### src/rtl/fht_ram_reader.sv
// FHT result RAM read-out engine: fetches one row (four banks) at a time and streams it
// over valid/ready. Define FHT_RD_BITREV_EN to bit-reverse row addresses (natural-order output).
module fht_ram_reader #(
    parameter int unsigned D_BIT  = 16,
    parameter int unsigned A_BIT  = 8,
    parameter int unsigned RD_LAT = 2
) (
    input  logic             iCLK,
    input  logic             iRESET,
    input  logic             iSTART,
    output logic [A_BIT-1:0] oADDR_RD,
    input  logic [D_BIT-1:0] iRAM_0,
    input  logic [D_BIT-1:0] iRAM_1,
    input  logic [D_BIT-1:0] iRAM_2,
    input  logic [D_BIT-1:0] iRAM_3,
    output logic [D_BIT-1:0] oDATA,
    output logic             oVALID,
    input  logic             iREADY,
    output logic             oLAST,
    output logic             oBUSY,
    output logic             oDONE
);

    localparam int unsigned          LAT_W    = 2;
    localparam logic [LAT_W-1:0]     LAT_END  = LAT_W'(RD_LAT - 1);
    localparam logic [A_BIT-1:0]     LAST_ROW = '1;

    typedef enum logic [1:0] {
        IDLE  = 2'd0,
        FETCH = 2'd1,
        SEND  = 2'd2,
        DONE  = 2'd3
    } state_t;

    state_t                   state, state_d;
    logic [A_BIT-1:0]         row, row_d;
    logic [A_BIT-1:0]         addr_d;
    logic [1:0]               widx, widx_d;
    logic [3:0][D_BIT-1:0]    row_buf, row_buf_d;
    logic [3:0][D_BIT-1:0]    pf_buf, pf_buf_d;
    logic [3:0][D_BIT-1:0]    ram;
    logic                     pf_valid, pf_valid_d;
    logic                     pend, pend_d;
    logic [LAT_W-1:0]         lat_cnt, lat_cnt_d;
    logic [D_BIT-1:0]         data_d;
    logic                     valid_d, last_d, busy_d, done_d;
    logic                     capture;
    logic                     handshake;

    assign ram       = {iRAM_3, iRAM_2, iRAM_1, iRAM_0};
    assign capture   = pend && (lat_cnt == LAT_END);
    assign handshake = oVALID && iREADY;

    // Physical RAM row for logical row r
    function automatic logic [A_BIT-1:0] addr_of(input logic [A_BIT-1:0] r);
        logic [A_BIT-1:0] a;
        a = '0;
`ifdef FHT_RD_BITREV_EN
        for (int i = 0; i < int'(A_BIT); i++) begin
            a[i] = r[int'(A_BIT) - 1 - i];
        end
`else
        a = r;
`endif
        return a;
    endfunction

    // Next-state, datapath and registered-output values
    always_comb begin
        state_d    = state;
        row_d      = row;
        widx_d     = widx;
        row_buf_d  = row_buf;
        pf_buf_d   = pf_buf;
        pf_valid_d = pf_valid;
        pend_d     = pend;
        lat_cnt_d  = lat_cnt;
        addr_d     = oADDR_RD;

        // A single read is in flight at a time; lat_cnt counts edges since launch
        if (pend) begin
            if (capture) begin
                pend_d = 1'b0;
            end else begin
                lat_cnt_d = lat_cnt + LAT_W'(1);
            end
        end

        case (state)
            IDLE: begin
                if (iSTART) begin
                    state_d    = FETCH;
                    row_d      = '0;
                    widx_d     = '0;
                    addr_d     = addr_of('0);
                    pend_d     = 1'b1;
                    lat_cnt_d  = '0;
                    pf_valid_d = 1'b0;
                end
            end
            FETCH: begin
                if (capture) begin
                    row_buf_d = ram;
                    widx_d    = '0;
                    state_d   = SEND;
                    if (row != LAST_ROW) begin
                        addr_d    = addr_of(row + A_BIT'(1));
                        pend_d    = 1'b1;
                        lat_cnt_d = '0;
                    end
                end
            end
            SEND: begin
                if (capture) begin
                    pf_buf_d   = ram;
                    pf_valid_d = 1'b1;
                end
                if (handshake) begin
                    if (widx != 2'd3) begin
                        widx_d = widx + 2'd1;
                    end else if (row == LAST_ROW) begin
                        state_d = DONE;
                    end else begin
                        row_d  = row + A_BIT'(1);
                        widx_d = '0;
                        // Zero-bubble row swap when the prefetch has landed
                        if (pf_valid || capture) begin
                            row_buf_d  = pf_valid ? pf_buf : ram;
                            pf_valid_d = 1'b0;
                            if (row_d != LAST_ROW) begin
                                addr_d    = addr_of(row_d + A_BIT'(1));
                                pend_d    = 1'b1;
                                lat_cnt_d = '0;
                            end
                        end else begin
                            state_d = FETCH;
                        end
                    end
                end
            end
            DONE: begin
                state_d = IDLE;
            end
            default: begin
                state_d = IDLE;
            end
        endcase

        valid_d = (state_d == SEND);
        busy_d  = (state_d == FETCH) || (state_d == SEND);
        done_d  = (state_d == DONE);
        data_d  = valid_d ? row_buf_d[widx_d] : oDATA;
        last_d  = valid_d && (widx_d == 2'd3) && (row_d == LAST_ROW);
    end

    // State and output registers
    always_ff @(posedge iCLK) begin
        if (!iRESET) begin
            state    <= IDLE;
            row      <= '0;
            widx     <= '0;
            row_buf  <= '0;
            pf_buf   <= '0;
            pf_valid <= 1'b0;
            pend     <= 1'b0;
            lat_cnt  <= '0;
            oADDR_RD <= '0;
            oDATA    <= '0;
            oVALID   <= 1'b0;
            oLAST    <= 1'b0;
            oBUSY    <= 1'b0;
            oDONE    <= 1'b0;
        end else begin
            state    <= state_d;
            row      <= row_d;
            widx     <= widx_d;
            row_buf  <= row_buf_d;
            pf_buf   <= pf_buf_d;
            pf_valid <= pf_valid_d;
            pend     <= pend_d;
            lat_cnt  <= lat_cnt_d;
            oADDR_RD <= addr_d;
            oDATA    <= data_d;
            oVALID   <= valid_d;
            oLAST    <= last_d;
            oBUSY    <= busy_d;
            oDONE    <= done_d;
        end
    end

endmodule

### config.mk
export PLATFORM = sky130hd
export DESIGN_NAME = fht_ram_reader
export DESIGN_NICKNAME = d
export VERILOG_FILES = /design/src/rtl/fht_ram_reader.sv
export SDC_FILE = /design/constraint.sdc
export NUM_CORES = 1
export LEC_CHECK = 0
export BUFFER_PORTS_ARGS = -buffer_cell sky130_fd_sc_hd__buf_2
export CORE_MARGIN = 2
export CORE_UTILIZATION = 45
export DETAILED_ROUTE_END_ITERATION = 8
export PLACE_DENSITY = 0.76
export SETUP_SLACK_MARGIN = 0.5
export SLEW_MARGIN = 30
export SYNTH_ARGS = -nofsm -noshare
export SYNTH_HDL_FRONTEND = slang
export SYNTH_SLANG_ARGS = --single-unit
### constraint.sdc
create_clock -name iCLK -period 3 [get_ports iCLK]
set_input_delay 0.6 -clock iCLK [delete_from_list [all_inputs] [get_ports iCLK]]
set_output_delay 0.6 -clock iCLK [all_outputs]
set_load 0.01 [all_outputs]
# --- Word-level counts from Yosys, hierarchy flattened ---
# Index checks and enable logic that the tools add are counted.
word_totals:
  ff_bits: 172
  output_inout_bits: 28
op_classes:
  addsub: 4
  order_cmp: 1
  n_eq_ne: 21
  mux: 65
  n_reduce_logical: 12
ops:
  columns: ["cell", "n"]
  rows:
  - ["$mux 64", 6]
  - ["$pmux 64 s2", 1]
  - ["$mux 8", 12]
  - ["$mux 2", 21]
  - ["$bmux 16 s2", 1]
  - ["$pmux 8 s3", 1]
  - ["$ne 2x2->1 const B", 9]
  - ["$add 8x1->8 const B", 2]
  - ["$eq 8x8->1 const B", 2]
  - ["$mux 1", 16]
  - ["$mux 16", 1]
  - ["$ne 8x8->1 const B", 2]
  - ["$pmux 8 s2", 1]
  - ["$pmux 2 s3", 2]
  - ["$eq 2x2->1 const B", 5]
  - ["$reduce_and 9->1", 1]
  - ["$pmux 2 s4", 1]
  - ["$eq 2x1->1 const B", 3]
  - ["$add 2x1->2 const B", 2]
  - ["$logic_and 1x1->1", 4]
  - ["$reduce_and 2->1", 2]
  - ["$lt 2x3->1 const B", 1]
  - ["$pmux 1 s3", 1]
  - ["$reduce_bool 3->1", 1]
  - ["4 further kinds", 5]

# --- Logic depth before layout (Yosys ltp) ---
depth:
  ltp_word: 11
  mapped_depth: 17

# --- Worst setup path before layout ---
# Ideal clock, no wire load.
synth_timing:
  path_kind: "register -> register"
  start: "register state[0]"
  end: "register oDATA[10]"
  t_arrival_ps: 3100
  setup_slack_ps: -218
  stages_incl_launch_ff: 17
  n_path_buf: 6
  cell_sequence: "dfxtp_1 > inv_1 > ha_1 > clkbuf_1 > clkbuf_1 > clkbuf_1 > nand2_1 > a21boi_0 > ha_1 > clkbuf_1 > nand3_1 > o221ai_1 > and2_1 > buf_2 > buf_2 > o2bb2ai_1 > nor3_1"
synth_lines:
  columns: ["element", "line", "source"]
  rows:
  - ["from (decl)", "35", "state_t state, state_d;"]
  - ["from (signal assigned)", "174", "state <= state_d;"]
  - ["$eq 2x2->1 (tied with other cells)", "89", "case (state)"]
  - ["$pmux 2 s4 *", "89", null]
  - ["net state_d[1]", "35", null]
  - ["$eq 2x2->1 *", "149", "valid_d = (state_d == SEND);"]
  - ["net valid_d", "46", "logic valid_d, last_d, busy_d, done_d;"]
  - ["to (signal assigned)", "183", "oDATA <= data_d;"]
  - ["to (decl)", "16", "output logic [D_BIT-1:0] oDATA,"]
# Mark *: on every way through the listed nets, which the timed path passes. The rest lies on a longest branch. The select of a mux whose other input is x is not followed.
# A chain may end at the register's enable or synchronous reset.

# --- Worst setup path in the final report ---
layout_timing:
  start: "register lat_cnt[1]"
  end: "register oDATA[15]"
layout_lines:
  columns: ["element", "line", "source"]
  rows:
  - ["from (decl)", "44", "logic [LAT_W-1:0] lat_cnt, lat_cnt_d;"]
  - ["from (signal assigned)", "181", "lat_cnt <= lat_cnt_d;"]
  - ["$eq 2x1->1 *", "51", "assign capture = pend && (lat_cnt == LAT_END);"]
  - ["$logic_and 1x1->1 *", "51", null]
  - ["$logic_or 1x1->1", "127", "if (pf_valid || capture) begin"]
  - ["$mux 2", "127", null]
  - ["$mux 2", "121", "end else if (row == LAST_ROW) begin"]
  - ["$mux 2", "119", "if (widx != 2'd3) begin"]
  - ["$mux 2", "118", "if (handshake) begin"]
  - ["$pmux 2 s4 *", "89", null]
  - ["net state_d[1]", "35", null]
  - ["$eq 2x2->1 *", "149", null]
  - ["net valid_d", "46", null]
# Marks and branches as above.

==> results.py <==
metrics = {
    "synth": {
        "yosysTopAreaCellShare": 0.3679,
        "synth_xor_area_frac": 0.009358,
        "synth_area_leaders": "dfxtp_1, a21oi_1, o21ai_0",
        "postSynthAreaPerCell_um2": 7.387,
        "ys_types": 58,
        "syn_nets": 1347,
        "synth-compound-area-share": 0.3807,
        "netlist_area_mm2": 0.009359,
        "synth_top_area_cell": "dfxtp_1",
        "synthCells": 1267,
        "synth_enable_flop_cells": 0,
        "ys_ff_latch": 172,
        "synth_common_cells": "a21oi_1, o21ai_0, nand2_1, dfxtp_1, clkbuf_1",
        "yosysWarnings": 0,
        "synth-simple-area-share": 0.1640,
        "synthArstFlopShare": 0,
        "muxShareOfSynthArea": 0.003209,
        "synth_top_family_by_area": "compound AO/OA/AOI/OAI gates",
        "synth_top_flop_cell": "dfxtp_1",
        "ys_seq_area_frac": 0.3679,
        "synth_fa_ha_area_frac": 0.01604,
    },
    "cts": {
        "cts_root_buffer": "clkbuf_16",
        "cts.path.max_buffers": 2,
        "cts_sinks": 172,
        "cts.clk_slew.worst_paths_ns": 0.07,
        "cts_hold_buf": 0,
        "numCtsBuffers": 17,
        "clk_latency_ns": 0.44,
        "htree_num_levels": 4,
        "tritoncts": "built",
    },
    "detailed_routing": {
        "drt_iter0_drc": 1353,
        "wl_per_cell_um": 20.15,
        "wl_mm": 32.03,
        "drc": 0,
        "vias_per_cell": 6.497,
        "antenna_left": 0,
        "vias": 10320,
        "drtPass1Iterations": 7,
    },
    "sta": {
        "worst_slew_pin_slew_ns": 0.7249,
        "finalSetupTns_ns": 0,
        "hold_viol_final": 0,
        "timing.fmax_ghz": 0.3979,
        "slew_headroom": 0.5167,
        "finalCritPeriodShare": 0.8378,
        "skew_ns": 0.01404,
        "min_period_ns": 2.513,
        "drv_slew": 0,
        "rsz0062_at_grt": "true",
        "setup_viol": 0,
    },
    "setup_path": {
        "crit_family": "compound AO/OA/AOI/OAI gates",
        "worst_ep_required_time_ns": 3.36,
        "cp.arrival_ns": 2.88,
        "crit_chain": "inv_2 > ha_4 > buf_4 > and2_2 > o22ai_1 > a21boi_2 > ha_4 > o311ai_2 > o221ai_4 > and2_4 > clkbuf_16 > o2bb2ai_4 > nor3_2",
        "path_class": "flop to flop",
        "critPathLaunchType": "flop",
        "cp_max_fo": 8,
        "crit_top_cell": "ha_4",
        "critPathMaxStageDelay_ns": 0.35,
        "end_kind": "flop",
        "critPathSlowestCell": "dfxtp_1",
        "worst-path-buf-inv": 3,
    },
    "placed_design": {
        "place_inst": 1542,
        "place_area_mm2": 0.01016,
        "hpwl_mm": 19.14,
        "io_buffers": 95,
        "routabilityCongestion": 0.8933,
    },
    "run": {
        "maxCapViolCount": 0,
    },
    "die": {
        "ios": 96,
        "die_y_um": 148.2,
        "fp.dieW_um": 148.2,
        "fp-row-count": 52,
        "core-area_mm2": 0.02030,
        "die_area_mm2": 0.02197,
        "start_util": 0.4610,
    },
    "global_routing": {
        "grt-busiest-layer": "met2",
        "grt_max_degree": 124,
        "grt_pass1_wl_mm": 49.35,
        "grt_use_total": 0.2789,
        "grt-ovfl-total": 0,
        "gr-usage-met2": 0.4234,
        "use_met1": 0.3863,
        "antenna_found_initial": 0,
        "grt_pass1_vias": 9131,
        "grtUsageMet3": 0.04018,
    },
    "worst_hold_path": {
        "hp-class": "input pin to flop",
    },
    "outcome": {
        "status": "complete, no violations",
    },
    "pwr": {
        "p_per_area_mw_per_mm2": 446.7,
        "leakage_nw": 3.980,
        "peakVddDrop_v": 0.0004430,
    },
    "layout": {
        "fillers": 1835,
        "final_layout_size_suffix_gt1_frac": 0.1933,
        "synthToLayoutAreaGrowth_pct": 21.56,
        "instances_no_fill": 1589,
        "fin_nets": 1386,
        "multi_input_area_mm2": 0.005821,
        "fin_area_mm2": 0.01138,
        "antenna_cells": 0,
        "seq_area_mm2": 0.003466,
    },
}
## final timing paths
| path | startpoint | to | slack (ns) | cells past startpoint |
|---|---|---|---|---|
| hold / removal | iRAM_2[12] | pf_buf[44] | 0.42 | 3 |
| setup reg to reg | lat_cnt[1] | oDATA[15] | 0.49 | 13 |
| hold reg to reg | oADDR_RD[4] | oADDR_RD[4] | 0.45 | 2 |
| setup / recovery | lat_cnt[1] | oDATA[15] | 0.49 | 13 |
## cell usage in the layout, fill, tap and decap left out, drive strengths merged, types with 7 or more instances in the layout
cell,count
and2,26
a2bb2oi,16
ha,12
dfxtp,172
buf,142
a211oi,19
o21ai,197
nor3,39
clkbuf,21
o311a,19
o2bb2ai,17
a311oi,65
nand3,12
xnor2,8
a31oi,7
o211ai,19
a21oi,188
nand2,185
nor2,70
inv,16
## timing repair
action / in CTS / in global routing
setup endpoints to repair: 20 / 32
resized for setup: 11 / 85
buffers inserted: 3 / 8
pin swaps: 6 / 14
cloned: 1 / 3
## final cells by class
| class | instances | area share |
|---|---|---|
| clock buffer | 18 | 0.03860 |
| tap | 270 | 0.02969 |
| inverter | 13 | 0.005169 |
| timing repair buffer | 146 | 0.09612 |
| clock inverter | 14 | 0.01419 |
| multi-input combinational | 956 | 0.5116 |
| sequential | 172 | 0.3046 |
## routing by layer
layer / up-vias / wire, um
met4: 0 / 1561
met3: 107 / 2966
li1: 4739 / -
met1: 4843 / 13260
met2: 634 / 14240
met5: - / 0
## registers in the layout, indices dropped and copies added (netlist names)
| signal | count |
|---|---|
| oBUSY | 1 |
| pf_valid | 1 |
| row | 8 |
| oDONE | 1 |
| widx | 2 |
| pend | 1 |
| oADDR_RD | 8 |
| oLAST | 1 |
| row_buf | 64 |
| oVALID | 1 |
| pf_buf | 64 |
| state | 2 |
| lat_cnt | 2 |
| oDATA | 16 |
## kinds of logic after synthesis
group	Yosys count
adders and majority gates	12
buffers and inverters	139
xor gates and xnor gates	10
AOI/OAI and AO/OA	576
DFF	172
muxes	3
and+or+nand+nor	355
## through the flow
step	power (mW)	setup WS, ns	hold slack (ns)	util
after detailed placement	2.791	0.3053	0.4412	0.5004
after global routing	5.224	0.3788	0.4188	0.5605
after global placement	2.790	0.3819	0.4375	0.5004
after floorplan	2.617	0.5060	0.4460	-
final	5.082	0.4867	0.4158	0.5605
after CTS	5.035	0.4990	0.4126	0.5345
## worst min-delay path, delay by kind of cell
family	cells	cell delay [ns]
buffers and inverters	1	0.11
AOI/OAI and AO/OA	1	0.05
and+or+nand+nor	1	0.05
## report_power, final
group,internal (mW),switching (mW),total [mW]
logic,0.169,0.322,0.491
clock network,1.27,1.02,2.28
registers,2.29,0.0151,2.31
No activity file was read; power rests on OpenSTA's default activity.
